`config.mk`:
```
export PLATFORM = sky130hd
export DESIGN_NAME = oam_dma
export DESIGN_NICKNAME = d
export VERILOG_FILES = /design/src/rtl/oam_dma.sv
export SDC_FILE = /design/constraint.sdc
export NUM_CORES = 1
export LEC_CHECK = 0
export CAP_MARGIN = 20
export CELL_PAD_IN_SITES_DETAIL_PLACEMENT = 1
export CELL_PAD_IN_SITES_GLOBAL_PLACEMENT = 2
export CORE_MARGIN = 2
export CORE_UTILIZATION = 18
export CTS_CLUSTER_SIZE = 28
export DETAILED_ROUTE_END_ITERATION = 6
export PLACE_DENSITY = 0.8
export SLEW_MARGIN = 20
export SYNTH_ARGS = -nofsm -noshare
export SYNTH_HDL_FRONTEND = slang
export SYNTH_SLANG_ARGS = --single-unit
```
`constraint.sdc`:
```
create_clock -name clk -period 2.6 [get_ports clk]
set_input_delay 0.39 -clock clk [delete_from_list [all_inputs] [get_ports clk]]
set_output_delay 0.39 -clock clk [all_outputs]
set_load 0.05 [all_outputs]
```
`src/rtl/oam_dma.sv`:
```
// rtl/oam_dma.sv - OAM DMA engine: copies LEN bytes from a source page into OAM; optional OAM_DMA_ECHO_FOLD_EN folds echo pages E0-FF onto C0-DF
module oam_dma #(
  parameter logic [15:0] REG_ADDR = 16'hff46,
  parameter int unsigned LEN      = 160
) (
  input  logic        clk,
  input  logic        rst,
  input  logic        step,
  input  logic [15:0] cpu_addr,
  input  logic [7:0]  cpu_wdata,
  input  logic        cpu_write,
  output logic [7:0]  reg_rdata,
  output logic [15:0] src_addr,
  output logic        src_read,
  input  logic [7:0]  src_data,
  output logic [7:0]  oam_addr,
  output logic [7:0]  oam_wdata,
  output logic        oam_write,
  output logic        active
);

  typedef enum logic [1:0] {IDLE, START, READ, WRITE} state_t;

  localparam logic [7:0] LAST_IDX = 8'(LEN - 1);

  state_t     state, state_next;
  logic [7:0] page;
  logic [7:0] src_page;
  logic [7:0] idx, idx_next;
  logic       reg_wr;

  assign reg_wr    = cpu_write && (cpu_addr == REG_ADDR);
  assign reg_rdata = page;
  assign active    = (state != IDLE);

`ifdef OAM_DMA_ECHO_FOLD_EN
  assign src_page = (page >= 8'he0) ? (page - 8'h20) : page;
`else
  assign src_page = page;
`endif

  // State, byte index and page register; a register write always reloads the page.
  always_ff @(posedge clk) begin
    if (rst) begin
      state <= IDLE;
      idx   <= 8'h00;
      page  <= 8'h00;
    end else begin
      state <= state_next;
      idx   <= idx_next;
      if (reg_wr) begin
        page <= cpu_wdata;
      end
    end
  end

  // Next state and bus strobes; address/data outputs are held at zero unless strobed.
  always_comb begin
    state_next = state;
    idx_next   = idx;
    src_read   = 1'b0;
    src_addr   = 16'h0000;
    oam_write  = 1'b0;
    oam_addr   = 8'h00;
    oam_wdata  = 8'h00;
    if (reg_wr) begin
      // A register write restarts from any state and wins over step and a pending OAM write.
      state_next = START;
      idx_next   = 8'h00;
    end else begin
      case (state)
        IDLE: begin
        end
        START: begin
          if (step) begin
            state_next = READ;
          end
        end
        READ: begin
          if (step) begin
            src_read   = 1'b1;
            src_addr   = {src_page, idx};
            state_next = WRITE;
          end
        end
        WRITE: begin
          // Source data arrives one clk after the read, so it is forwarded straight to OAM.
          oam_write = 1'b1;
          oam_addr  = idx;
          oam_wdata = src_data;
          if (idx == LAST_IDX) begin
            state_next = IDLE;
          end else begin
            idx_next   = idx + 8'd1;
            state_next = READ;
          end
        end
        default: begin
          state_next = IDLE;
        end
      endcase
    end
  end

endmodule

```
* Word level (Yosys, flattened, before mapping)
Index checks and enable logic that the tools add are counted.
** Word-level totals
- Register bits :: 18
- Input bits :: 36
- Output and inout port bits :: 43
** Operators by class
- Add/sub/neg operators :: 1
- Eq/ne operators :: 9
- Multiplexer cells :: 17
- Bitwise gates (word level) :: 1
- Reductions and logical operators :: 8
** Operators with widths (count)
- $mux W16 :: 3
- $mux W8 :: 4
- $eq A16 B16 Y1 const B :: 1
- $add A8 B1 Y8 const B :: 1
- $eq A8 B8 Y1 const B :: 1
- $mux W1 :: 6
- $mux W2 :: 3
- $ne A3 B3 Y1 const B :: 2
- $pmux W2 S3 :: 1
- $reduce_and A3 Y1 :: 2
- $eq A2 B2 Y1 const B :: 2
- $ne A2 B2 Y1 const B :: 2
- $reduce_bool A4 Y1 :: 1
- $reduce_bool A3 Y1 :: 1
- $eq A2 B1 Y1 const B :: 1
- $reduce_and A2 Y1 :: 1
- $reduce_bool A2 Y1 :: 1
- $reduce_or A2 Y1 :: 1
- $logic_and A1 B1 Y1 :: 1
- $not A1 Y1 :: 1

* Logic depth before layout (Yosys ltp)
- Word-level depth :: 4
- Gate-level depth with buffers :: 6
- Mapped depth without buffers :: 5

* Worst setup path before layout
Ideal clock, no wire load.
- Kind :: input port to output port
- Start :: in cpu_addr[2]
- End :: out oam_addr[2]
- Arrival :: 2.069 ns
- Data required time :: 2.210 ns
- Slack :: 0.141 ns
- Stages on the path :: 5
- Buffers on the path :: 1
- Path through :: or4b_4 nor4_4 and2_1 buf_4 nor3_1
** On the way
- Word-level cells in the longest chain between the ends :: 3
** RTL lines
- start: declaration :: line 9 : input logic [15:0] cpu_addr,
- $eq A16 B16 Y1 :: line 32 : assign reg_wr = cpu_write && (cpu_addr == REG_ADDR);
- $logic_and A1 B1 Y1 :: line 32
- $mux W8 :: line 66 : if (reg_wr) begin
- end: declaration :: line 16 : output logic [7:0] oam_addr,
Every way passes these cells.

* Final worst setup path
- Start :: in cpu_addr[5]
- End :: out oam_addr[7]
Same word-level chain as after synthesis.

==> qor.csv <==
metric,value,unit
num_antenna_cells,0,
cp-end-kind,output port,
cts.sinks,18,
slowest_delay,0.54,ns
drive_gt1_share,33.2,%
syn_area_per_cell,8.34,µm²
synthesis.nets,174,
placed_cells,290,
total_power,0.580,mW
num_rows,29,
synth_edf_count,0,
arrival,2.09,ns
powerDensity,269,nW/µm²
ys_seq_area_share,31.5,%
fin_cells,297,
antenna_found_initial,0,
wirelength,4070,µm
drc,0,
crit_slowest_cell,or4b_4,
final_cell_area,2150,µm²
setup_viol,0,
die-area,7000,µm²
cts-buffers-inserted,3,
fp.dieH,83.7,µm
drt_iter0_drc,52,
post-place-ws,-0.160,ns
slew_viol_final,0,
cp.required,2.21,ns
core_area,6240,µm²
rsz0062_at_grt,false,
startpoint_type,input pin,
postPlaceCellArea,1940,µm²
fmax,0.403,GHz
htreeDepth,1,
post_drt_wl_per_cell,13.7,µm
fp.dieW,83.7,µm
fin_setup_tns,0,ns
io_buffer_count,78,
cp_max_fo,7,
nNetsFinal,258,
status,"finished, final reports clean",
grtUsageTotal,11.2,%
yosys_warnings,0,
leakage,0.864,nW
grt_max_degree,27,
grt_pass1_wl,6350,µm
ir_drop,155,µV
crit_chain,dlymetal6s2s_1 -> or4b_4 -> nor4_4 -> buf_4 -> a21oi_4 -> clkbuf_16 -> and2_4 -> buf_8,
synthCells,137,
ctsLongestPathBuffers,2,
vias,1317,
relSlewSlack,48.3,%
drtPass1Iterations,4,
max_cap_violations,0,
multiInputGateArea,759,µm²
async_flop_share,0,%
hold_class,reg -> reg,
seq_area,360,µm²
area_growth,88.5,%
crit_type,in -> out,
holdWs,0.495,ns
pin_count,79,
period_needed,2.48,ns
start_util,18.3,%
synth_cell_types,34,
grt_pass1_vias,1353,
dp_hpwl,2980,µm
skew,0.00171,ns
utilization,34.5,%
grt-ovfl-total,0,
worstMarginPinSlew,0.774,ns
clk_root_buffer_cell,clkbuf_8,
path_clk_slew,0.07,ns
clock_latency,0.26,ns
hold_violations,0,
synthFlopType,dfxtp_1,
finalCritPeriodShare,95.5,%
gp_congestion,0.789,
ant_nets,0,
fin_ws,0.117,ns
tritoncts,built,
synth_area,1140,µm²
vias_per_cell,4.43,
ys_ff_latch,18,
fillers,733,
## synth_stat cells (2+ instances only)
cell / instances / area (µm²)
a2111oi_0: 2 / 17.5
buf_6: 2 / 22.5
nand3_1: 3 / 15.0
buf_4: 2 / 15.0
nand2b_1: 9 / 56.3
nor2_1: 3 / 11.3
nor3_1: 13 / 65.1
dfxtp_1: 18 / 360
clkbuf_1: 2 / 7.51
and3_1: 2 / 12.5
buf_2: 2 / 10.0
and2_1: 18 / 113
a21oi_1: 2 / 10.0
xnor2_1: 2 / 17.5
inv_1: 4 / 15.0
nand2_1: 6 / 22.5
o21ai_0: 10 / 50.1
a31oi_1: 4 / 25.0
nand4_1: 3 / 18.8
nand4b_1: 8 / 70.1
and2_4: 9 / 78.8
## logic make-up after synthesis
group | count (synthesis) | share of synthesized area [%]
muxes | 1 | 0.876
adders and majority gates | 1 | 1.10
DFF | 18 | 31.5
xor gates and xnor gates | 3 | 2.30
and+or+nand+nor | 82 | 47.6
AOI/OAI and AO/OA | 20 | 10.4
buffers and inverters | 12 | 6.13
## critical path, delay by kind of cell
kind	cells	cell delay (ns)
AOI/OAI and AO/OA	1	0.08
and+or+nand+nor	3	0.98
buffers and inverters	4	0.63
## placed cells by master, fill, tap and decap left out, types with 6 or more instances in the layout
cell type / count
dfxtp_1: 18
and2_1: 6
nand4b_1: 8
o21ai_0: 10
nand2_1: 6
nor3_1: 13
buf_4: 28
nand2b_1: 9
and2_4: 20
buf_6: 9
clkdlybuf4s50_1: 40
## sequential cells by signal (all words and copies together), names as in the netlist
signal / cells
state: 2
idx: 8
reg_rdata: 8
## power by group
group	internal (mW)	switching, mW
clock network	0.135	0.101
registers	0.275	0.00000132
logic	0.0510	0.0178
## final cells by class
cell class / count / area share (%)
inverter: 4 / 0.697
sequential: 18 / 16.7
tap: 77 / 4.47
clock buffer: 4 / 2.56
multi-input combinational: 107 / 35.3
timing repair buffer: 87 / 40.3
## path summary, 6_finish.rpt
check | to | slack, ns | cells past startpoint | start
worst max register to register | idx[5] | 0.91 | 5 | idx[0]
worst max-delay path | oam_addr[7] | 0.12 | 8 | cpu_addr[5]
worst min-delay path | reg_rdata[1] | 0.50 | 2 | reg_rdata[1]
worst min register to register | reg_rdata[1] | 0.50 | 2 | reg_rdata[1]
## repair_timing
action                     in CTS  in global routing
pin swaps                       1                  6
setup buffers                   2                  0
hold buffers                    0                  0
gates resized for setup        15                 21
gates cloned                    0                  1
setup endpoints to repair      33                 32
## metal layers
| layer | wire (µm) | share of wire, % | track usage, % | vias up |
|---|---|---|---|---|
| met2 | 1910 | 47 | 18.9 | 44 |
| li1 | - | - | - | 654 |
| met1 | 1880 | 46 | 14.0 | 614 |
| met4 | 74 | 1.8 | 4.84 | 0 |
| met3 | 198 | 4.9 | 1.68 | 5 |
| met5 | 0 | 0 | 0 | - |
(Power assumes the default switching activity.)
==> variant (same flow settings) <==
One comparison of `idx` changes from == to >=.
--- a/src/rtl/oam_dma.sv
+++ b/src/rtl/oam_dma.sv
@@ -89,5 +89,5 @@
           oam_addr  = idx;
           oam_wdata = src_data;
-          if (idx == LAST_IDX) begin
+          if (idx >= LAST_IDX) begin
             state_next = IDLE;
           end else begin
Behaviour: same outputs for any inputs over 10 cycles, from zero or initial values and one cycle with rst high; that may be too few to reach the edited logic, so the function may still have changed.
==> variant against the unedited design <==
Setup slack better by 7.0 ps. Largest cell class unchanged. Synthesized area increased by 3.1%. Sequential cell count unchanged. Count of clock-buffer cells in the layout is the same. Routed wire length grew 2.3%. Highest routed layer unchanged. Design area grew 2.8%. Total power fell by 1.0%. Register-to-register slack lost 140 ps.
==> variant: results (changes against the unedited design) <==
| Metric | Value |
|---|---|
| Outcome | `completed (unchanged)` |
| Share of layout cells above drive strength 1 | `26.7% (was 33.2%)` |
| Global-route wire length before repair | `6820 um (was 6350 um)` |
| Synth Net Count | `185 (was 174)` |
| Layout clock buffers | `4 (unchanged)` |
| Dominant cells by area after synthesis | `dfxtp_1 (31%), and2_1 (8.5%), nand3_1 (6.0%) (was dfxtp_1 (32%), and2_1 (9.9%), and2_4 (6.9%))` |
| Reg2Reg Depth | `4 (was 5)` |
| Post-layout nets | `263 (was 258)` |
| Area after DPL | `2150 um^2 (was 1940 um^2)` |
| Slowest CP cell | `clkdlybuf4s50_1 (was or4b_4)` |
| Clk tree area frac | `2.49% (was 2.56%)` |
| 1st-pass router iterations | `3 (was 4)` |
| Largest net degree at the start of global routing | `19 (was 27)` |
| Max VDD drop | `0.000132 V (was 0.000155 V)` |
| Crit path from | `cpu_addr[1] (was cpu_addr[5])` |
| CORE AREA | `6350 um^2 (was 6240 um^2)` |
| Worst-path maximum fanout | `17 (was 7)` |
| Reg2reg start | `state[1] (was idx[0])` |
| Total Wirelength | `4160 um (was 4070 um)` |
| Sequential fraction of the synthesis area | `30.6% (was 31.5%)` |
| Number of logic inverters in the finished layout | `1 (was 4)` |
| DR vias/cell | `4.53 (was 4.43)` |
| Vias in the first global route | `1399 (was 1353)` |
| Leading cell types by count after synthesis | `dfxtp_1 (18), and2_1 (16), nand3_1 (14), a21oi_1 (13), o21ai_0 (11) (was and2_1 (18), dfxtp_1 (18), nor3_1 (13), o21ai_0 (10))` |
| Multi-input logic area | `731 um^2 (was 759 um^2)` |
| Unique masters post-synth | `38 (was 34)` |
| Clock skew | `5.30 ps (was 1.71 ps)` |
| DR iter-0 viols | `77 (was 52)` |
| Detail Placement HPWL | `3270 um (was 2980 um)` |
| Bufs w/o clock | `86 (was 87)` |
| Hold_sp | `reg_rdata[2] (was reg_rdata[1])` |
| Minimum setup slack among reg-to-reg paths | `770 ps (was 910 ps)` |
| Sw Share | `20.0% (was 20.5%)` |
| TritonCTS buffer count | `3 (unchanged)` |
| Worst reg2reg path endpoint | `idx[3] (was idx[5])` |
| Data buffer area share | `43.7% (was 40.3%)` |
| Multi-input gates | `116 (was 107)` |
| GRT Total Usage | `11.5% (was 11.2%)` |
| Crit path largest cell delay | `440 ps (was 540 ps)` |
| Multi-input logic portion of the cell area | `33.0% (was 35.3%)` |
| Routability cong. | `0.738 (was 0.789)` |
| Crit path to | `oam_wdata[3] (was oam_addr[7])` |
| Fill cells | `752 (was 733)` |
| Worst slew pin tran | `810 ps (was 774 ps)` |
| Leakage | `0.872 nW (was 0.864 nW)` |
variant: cell types whose count changed in the layout (fill, tap and decap cells not counted), moves of 6 or more:
cell and change:
nor3_1 -8, and2_4 -20, and2_1 +10, a21oi_1 +12, buf_12 +16, buf_6 -9, nand2b_1 -9, and3_2 +7
nand4b_1 -7, and3_1 +6, nand3_1 +11
variant: stage by stage:
stage	setup slack, ps	power [mW]	instances	hold slack, ps
floorplan	250	0.293	148	506
global placement	107	0.346	298	472
detailed placement	88.9	0.347	298	481
CTS	88.7	0.583	302	494
global route	24.9	0.602	302	539
finish	124	0.574	302	487
variant: repair_timing:
action / 4_1_cts / 5_1_grt
resized for setup: 0 / 1
endpoints found under the setup margin: 0 / 4
buffers inserted: 0 / 0
variant: power by group through the flow:
stage	sequential (mW)	clock [mW]	combinational, mW
2_1_floorplan	0.282	0	0.0108
3_3_place_gp	0.282	0	0.0637
3_5_place_dp	0.282	0	0.0649
4_1_cts	0.275	0.242	0.0651
5_1_grt	0.275	0.257	0.0697
6_report	0.275	0.234	0.0644
variant: cells by family after synthesis:
kind of cell | count (synthesis) | share of synthesized area, %
flops | 18 | 30.6
compound gates | 30 | 15.2
xor+xnor | 2 | 1.49
mux | 1 | 0.850
buf+inv | 14 | 8.92
simple gates | 82 | 41.9
fa+ha+maj | 1 | 1.06
variant: how the worst min path moves through the flow:
stage               depth (start not counted)            to  slack, ps
detailed placement                          2  reg_rdata[7]        480
CTS                                         2  reg_rdata[7]        490
finish                                      2  reg_rdata[2]        490
floorplan                                   2        idx[3]        510
global route                                2  reg_rdata[2]        540
global placement                            2  reg_rdata[7]        470
variant: metal layers:
layer  track usage, %  up-vias  routed length (um)
met1             15.3      633                1890
met2             19.7       43                2020
met4             1.73        0                  18
li1                 -      691                   -
met3             2.24        2                 228
met5                0        -                   0
